**config.mk**
```make
export PLATFORM = sky130hd
export DESIGN_NAME = id_ex_hazard_reg
export DESIGN_NICKNAME = d
export VERILOG_FILES = /design/src/rtl/id_ex_hazard_reg_pkg.sv /design/src/rtl/id_ex_hazard_reg_scoreboard.sv /design/src/rtl/id_ex_hazard_reg.sv
export SDC_FILE = /design/constraint.sdc
export NUM_CORES = 1
export LEC_CHECK = 0
export CORE_MARGIN = 2
export CORE_UTILIZATION = 36
export CTS_BUF_LIST = sky130_fd_sc_hd__clkbuf_8
export DETAILED_ROUTE_END_ITERATION = 16
export PLACE_DENSITY = 0.73
export SETUP_SLACK_MARGIN = 0.05
export SKIP_CTS_REPAIR_TIMING = 1
export SYNTH_ARGS = -nofsm -noshare
export SYNTH_HDL_FRONTEND = slang
export SYNTH_HIERARCHICAL = 1
export SYNTH_SLANG_ARGS = --single-unit
```
**constraint.sdc**
```tcl
create_clock -name clk -period 3.6 [get_ports clk]
set_input_delay 1.08 -clock clk [delete_from_list [all_inputs] [get_ports clk]]
set_output_delay 1.08 -clock clk [all_outputs]
set_load 0.02 [all_outputs]
```
**src/rtl/id_ex_hazard_reg_pkg.sv**
```systemverilog
// Shared LC-3b pipeline types: control word, register id, hazard scoreboard entry.
// Consumed by id_ex_hazard_reg and hazard_scoreboard (FORWARDING_EN selects stall policy).
package id_ex_hazard_reg_pkg;

  typedef logic [2:0] lc3b_reg;

  typedef struct packed {
    logic [3:0] opcode;
    logic [2:0] alu_op;
    logic       load_regfile;
    logic       load_cc;
    logic       mem_read;
    logic       mem_write;
    logic       br_en;
    logic [1:0] pc_mux;
    logic [1:0] regfile_mux;
    logic       alu_mux;
  } lc3b_control_word;

  typedef struct packed {
    logic    vld;
    lc3b_reg dest;
    logic    is_load;
  } hazard_sb_entry_t;

  typedef enum logic [1:0] {
    SB_HOLD,
    SB_ISSUE,
    SB_BUBBLE,
    SB_FLUSH
  } sb_op_e;

  function automatic hazard_sb_entry_t make_entry(
    input lc3b_control_word c,
    input lc3b_reg          d
  );
    hazard_sb_entry_t e;
    e.vld     = c.load_regfile;
    e.dest    = d;
    e.is_load = c.mem_read & c.load_regfile;
    return e;
  endfunction

  function automatic logic src_hit(
    input hazard_sb_entry_t e,
    input lc3b_reg          src,
    input logic             src_vld
  );
    return src_vld & e.vld & (e.dest == src);
  endfunction

endpackage

```
**src/rtl/id_ex_hazard_reg_scoreboard.sv**
```systemverilog
// In-flight destination tracker (EX, MEM, WB) with RAW comparators.
// FORWARDING_EN: only a load sitting in EX can cause a hit.
module hazard_scoreboard
  import id_ex_hazard_reg_pkg::*;
#(
  parameter int DEPTH = 3
) (
  input  logic             clk,
  input  logic             reset,
  input  sb_op_e           op,
  input  hazard_sb_entry_t issue,
  input  lc3b_reg          src1,
  input  lc3b_reg          src2,
  input  logic             src1_vld,
  input  logic             src2_vld,
  output logic             raw_hit
);

  hazard_sb_entry_t sb [DEPTH];

  always_ff @(posedge clk) begin
    if (reset) begin
      for (int i = 0; i < DEPTH; i++) sb[i] <= '0;
    end else begin
      unique case (op)
        SB_HOLD: ;
        SB_ISSUE: begin
          sb[0] <= issue;
          for (int i = 1; i < DEPTH; i++) sb[i] <= sb[i-1];
        end
        SB_BUBBLE: begin
          sb[0] <= '0;
          for (int i = 1; i < DEPTH; i++) sb[i] <= sb[i-1];
        end
        SB_FLUSH: begin
          // EX is squashed and EX/MEM takes a bubble; only MEM moves on
          sb[0] <= '0;
          sb[1] <= '0;
          for (int i = 2; i < DEPTH; i++) sb[i] <= sb[i-1];
        end
        default: ;
      endcase
    end
  end

`ifdef FORWARDING_EN
  always_comb begin
    raw_hit = sb[0].is_load &
              (src_hit(sb[0], src1, src1_vld) |
               src_hit(sb[0], src2, src2_vld));
  end
`else
  always_comb begin
    raw_hit = 1'b0;
    for (int i = 0; i < DEPTH; i++) begin
      raw_hit = raw_hit |
                src_hit(sb[i], src1, src1_vld) |
                src_hit(sb[i], src2, src2_vld);
    end
  end
`endif

endmodule

```
**src/rtl/id_ex_hazard_reg.sv**
```systemverilog
// ID/EX pipeline register plus hazard controller (freeze, branch flush, RAW stall).
// FORWARDING_EN: load-use stall only; otherwise full scoreboard stall.
module id_ex_hazard_reg
  import id_ex_hazard_reg_pkg::*;
#(
  parameter int SB_DEPTH = 3
) (
  input  logic             clk,
  input  logic             reset,
  input  lc3b_control_word id_ctrl,
  input  lc3b_control_word nop_ctrl,
  input  lc3b_reg          id_src1,
  input  lc3b_reg          id_src2,
  input  logic             id_src1_vld,
  input  logic             id_src2_vld,
  input  lc3b_reg          id_dest,
  input  logic             mem_br_taken,
  input  logic             imem_resp,
  input  logic             dmem_resp,
  input  logic             dmem_active,
  output lc3b_control_word ex_ctrl,
  output logic             load_pc,
  output logic             load_IF_ID,
  output logic             load_ID_EX,
  output logic             load_EX_MEM,
  output logic             load_MEM_WB,
  output logic             flush_IF_ID,
  output logic             flush_EX_MEM,
  output logic             hazard_stall
);

  logic   raw_hit;
  logic   freeze;
  logic   branch;
  logic   stall;
  logic   advance;
  sb_op_e sb_op;

  // one-hot cycle class, highest priority first
  assign freeze  = ~imem_resp | (dmem_active & ~dmem_resp);
  assign branch  = ~freeze & mem_br_taken;
  assign stall   = ~freeze & ~mem_br_taken & raw_hit;
  assign advance = ~freeze & ~mem_br_taken & ~raw_hit;

  always_comb begin
    sb_op = SB_HOLD;
    unique case (1'b1)
      freeze:  sb_op = SB_HOLD;
      branch:  sb_op = SB_FLUSH;
      stall:   sb_op = SB_BUBBLE;
      advance: sb_op = SB_ISSUE;
      default: sb_op = SB_HOLD;
    endcase
  end

  hazard_scoreboard #(
    .DEPTH (SB_DEPTH)
  ) u_sb (
    .clk      (clk),
    .reset    (reset),
    .op       (sb_op),
    .issue    (make_entry(id_ctrl, id_dest)),
    .src1     (id_src1),
    .src2     (id_src2),
    .src1_vld (id_src1_vld),
    .src2_vld (id_src2_vld),
    .raw_hit  (raw_hit)
  );

  always_ff @(posedge clk) begin
    if (reset) begin
      ex_ctrl <= nop_ctrl;
    end else begin
      unique case (1'b1)
        freeze:  ex_ctrl <= ex_ctrl;
        branch:  ex_ctrl <= nop_ctrl;
        stall:   ex_ctrl <= nop_ctrl;
        advance: ex_ctrl <= id_ctrl;
        default: ex_ctrl <= ex_ctrl;
      endcase
    end
  end

  assign load_pc      = branch | advance;
  assign load_IF_ID   = branch | advance;
  assign load_ID_EX   = ~freeze;
  assign load_EX_MEM  = ~freeze;
  assign load_MEM_WB  = ~freeze;
  assign flush_IF_ID  = branch;
  assign flush_EX_MEM = branch;
  assign hazard_stall = stall;

endmodule
```
==> impl_metrics.py <==
metrics = {
    "cts": {
        "numCtsBuffers": 5,
        "cts_num_sinks": 29,
        "cts_root_buf": "clkbuf_8",
        "clock_path_buffers": 2,
        "ctsHtreeMaxLevel": 2,
        "clk_latency_ns": 0.29,
        "cts_tree": "yes",
        "path_clk_slew_ns": 0.06,
    },
    "synth": {
        "synth.net_count": 165,
        "avgSynthCellArea_um2": 13.7,
        "yosys_warnings": 6,
        "postSynthCellCount": 114,
        "syn_area_mm2": 0.00156,
    },
    "sta": {
        "hold_ws_ns": 0.608,
        "slew_violations": 0,
        "finalHoldViolations": 0,
        "tightest_slew_ns": 0.817,
        "rsz0062_at_grt": "true",
        "fin_ws_ns": 0.139,
        "final.period_utilization_pct": 96.2,
        "relSlewSlack_pct": 45.6,
        "setup_violations": 0,
        "skew_ns": 0.00659,
        "max_freq_mhz": 289,
        "min_period_ns": 3.46,
    },
    "route": {
        "wire_per_inst_um": 14.7,
        "drc": 0,
        "firstDrtPassIters": 4,
        "postRouteAntennaNets": 0,
        "vias_per_cell": 4.81,
        "vias": 1236,
        "wl_met1_mm": 1.35,
        "dr_wl_met2_mm": 1.87,
        "drt-total-wl_mm": 3.77,
        "dr_wl_met3_um": 455,
        "highest_layer": "met4",
        "drt_iter0_markers": 24,
    },
    "critical_path": {
        "critPathRequiredTime_ns": 2.52,
        "critical-path-top-delay-family": "simple AND/OR/NAND/NOR gates",
        "crit_buf_inv": 2,
        "cp_slowest_stage_delay_ns": 0.26,
        "worstPathMaxFanout": 3,
        "end_kind": "output port",
        "critPathKind": "in -> out",
        "startpoint_type": "input port",
        "path_cells": "dlymetal6s2s_1 > xor2_1 > nor4_2 > nor4_1 > nand3_1 > nor3b_2 > buf_4",
        "arrival_ns": 2.38,
        "critical_path.slowest_cell": "nor4_1",
    },
    "floorplan": {
        "placement_rows": 23,
        "start_util_pct": 38.3,
        "coreArea_mm2": 0.00409,
        "die_w_um": 69.9,
        "fp.dieH_um": 69.9,
        "ios": 76,
        "fp.dieArea_mm2": 0.00489,
    },
    "place": {
        "port-buffer-count": 75,
        "hpwl_mm": 2.95,
        "globalplace.congestion": 0.933,
        "dpl_cell_area_mm2": 0.00245,
        "dp_cells": 249,
        "dp_worst_setup_slack_ns": -0.689,
    },
    "power_and_ir_drop": {
        "power_density_mw_per_mm2": 400,
        "peakVddDrop_uv": 295,
        "leakagePower_nw": 1.21,
    },
    "grt": {
        "track_usage_pct": 16.0,
        "grt_start_max_net_pins": 18,
        "grt_overflow": 0,
        "first_global_vias": 1242,
        "grt_antenna_before_repair": 0,
        "grt_pass1_wl_mm": 5.82,
    },
    "final_layout": {
        "stdcell_area_mm2": 0.00265,
        "fin_cells": 257,
        "num-nets-final": 257,
        "drive_gt1_share_pct": 25.1,
        "syn_to_final_growth_pct": 69.2,
        "diodes": 0,
    },
    "run_status": {
        "run_status": "finished clean",
    },
    "job": {
        "drv_cap": 0,
    },
    "worst_hold_path": {
        "hold_path_class": "reg -> reg",
    },
}
## power breakdown
group	switching (mW)	internal, mW
sequential	0.0174	0.408
clock	0.126	0.275
combinational	0.101	0.133
## worst register-to-register path: cells and delay by family, from the launching register on
kind / cells / cell delay (ns)
AOI/OAI and AO/OA: 1 / 0.27
xor gates and xnor gates: 1 / 0.22
DFF: 1 / 0.47
buffers and inverters: 1 / 0.21
muxes: 1 / 0.38
and+or+nand+nor: 4 / 0.73
## per-stage QoR
step / setup TNS (ns) / total power, mW / util, %
2_1_floorplan: 0 / 0.531 / -
3_5_place_dp: -3.15 / 0.664 / 59.9
5_1_grt: 0 / 1.10 / 64.8
4_1_cts: -2.35 / 1.07 / 63.2
6_report: 0 / 1.06 / 64.8
3_3_place_gp: -1.87 / 0.656 / 59.9
## cells in the final DEF (no fill, tap or decap), types with 4 or more instances in the layout
master and n:
clkdlybuf4s50_1 59, nand2_1 4, mux2_4 10, edfxtp_1 29, and2_1 8, clkbuf_8 5, buf_4 18, xor2_1 15
mux2_2 7, nor2_1 9, and3_1 4, dlymetal6s2s_1 13
## worst paths after layout
kind / start / slack, ns / cells after the start / endpoint
setup / recovery: id_src1[1] / 0.14 / 7 / hazard_stall
hold / removal: u_sb/sb[0][9]$_SDFFCE_PP0P_ / 0.61 / 1 / u_sb/sb[0][14]$_DFFE_PP_
setup reg to reg: u_sb/sb[0][3]$_SDFFCE_PP0P_ / 1.08 / 8 / ex_ctrl[13]$_DFFE_PP_
hold reg to reg: u_sb/sb[0][9]$_SDFFCE_PP0P_ / 0.61 / 1 / u_sb/sb[0][14]$_DFFE_PP_
## routing by layer
| metal | vias to the layer above | GRT usage [%] |
|---|---|---|
| met5 | - | 0 |
| met4 | 0 | 8.76 |
| met3 | 9 | 8.95 |
| met2 | 62 | 26.9 |
| met1 | 575 | 15.3 |
| li1 | 590 | - |
## cell type report
type,count,area [µm²]
multi-input combinational,77,679
tap,50,62.6
inverter,3,11.3
clock inverter,3,65.1
fill,320,1440
sequential,29,871
clock buffer,5,68.8
timing repair buffer,90,888
## sequential cells by signal, summed over array words and instances, names as in the netlist
name / count
ex_ctrl: 17
u_sb/sb: 12
(Power assumes the default switching activity.)
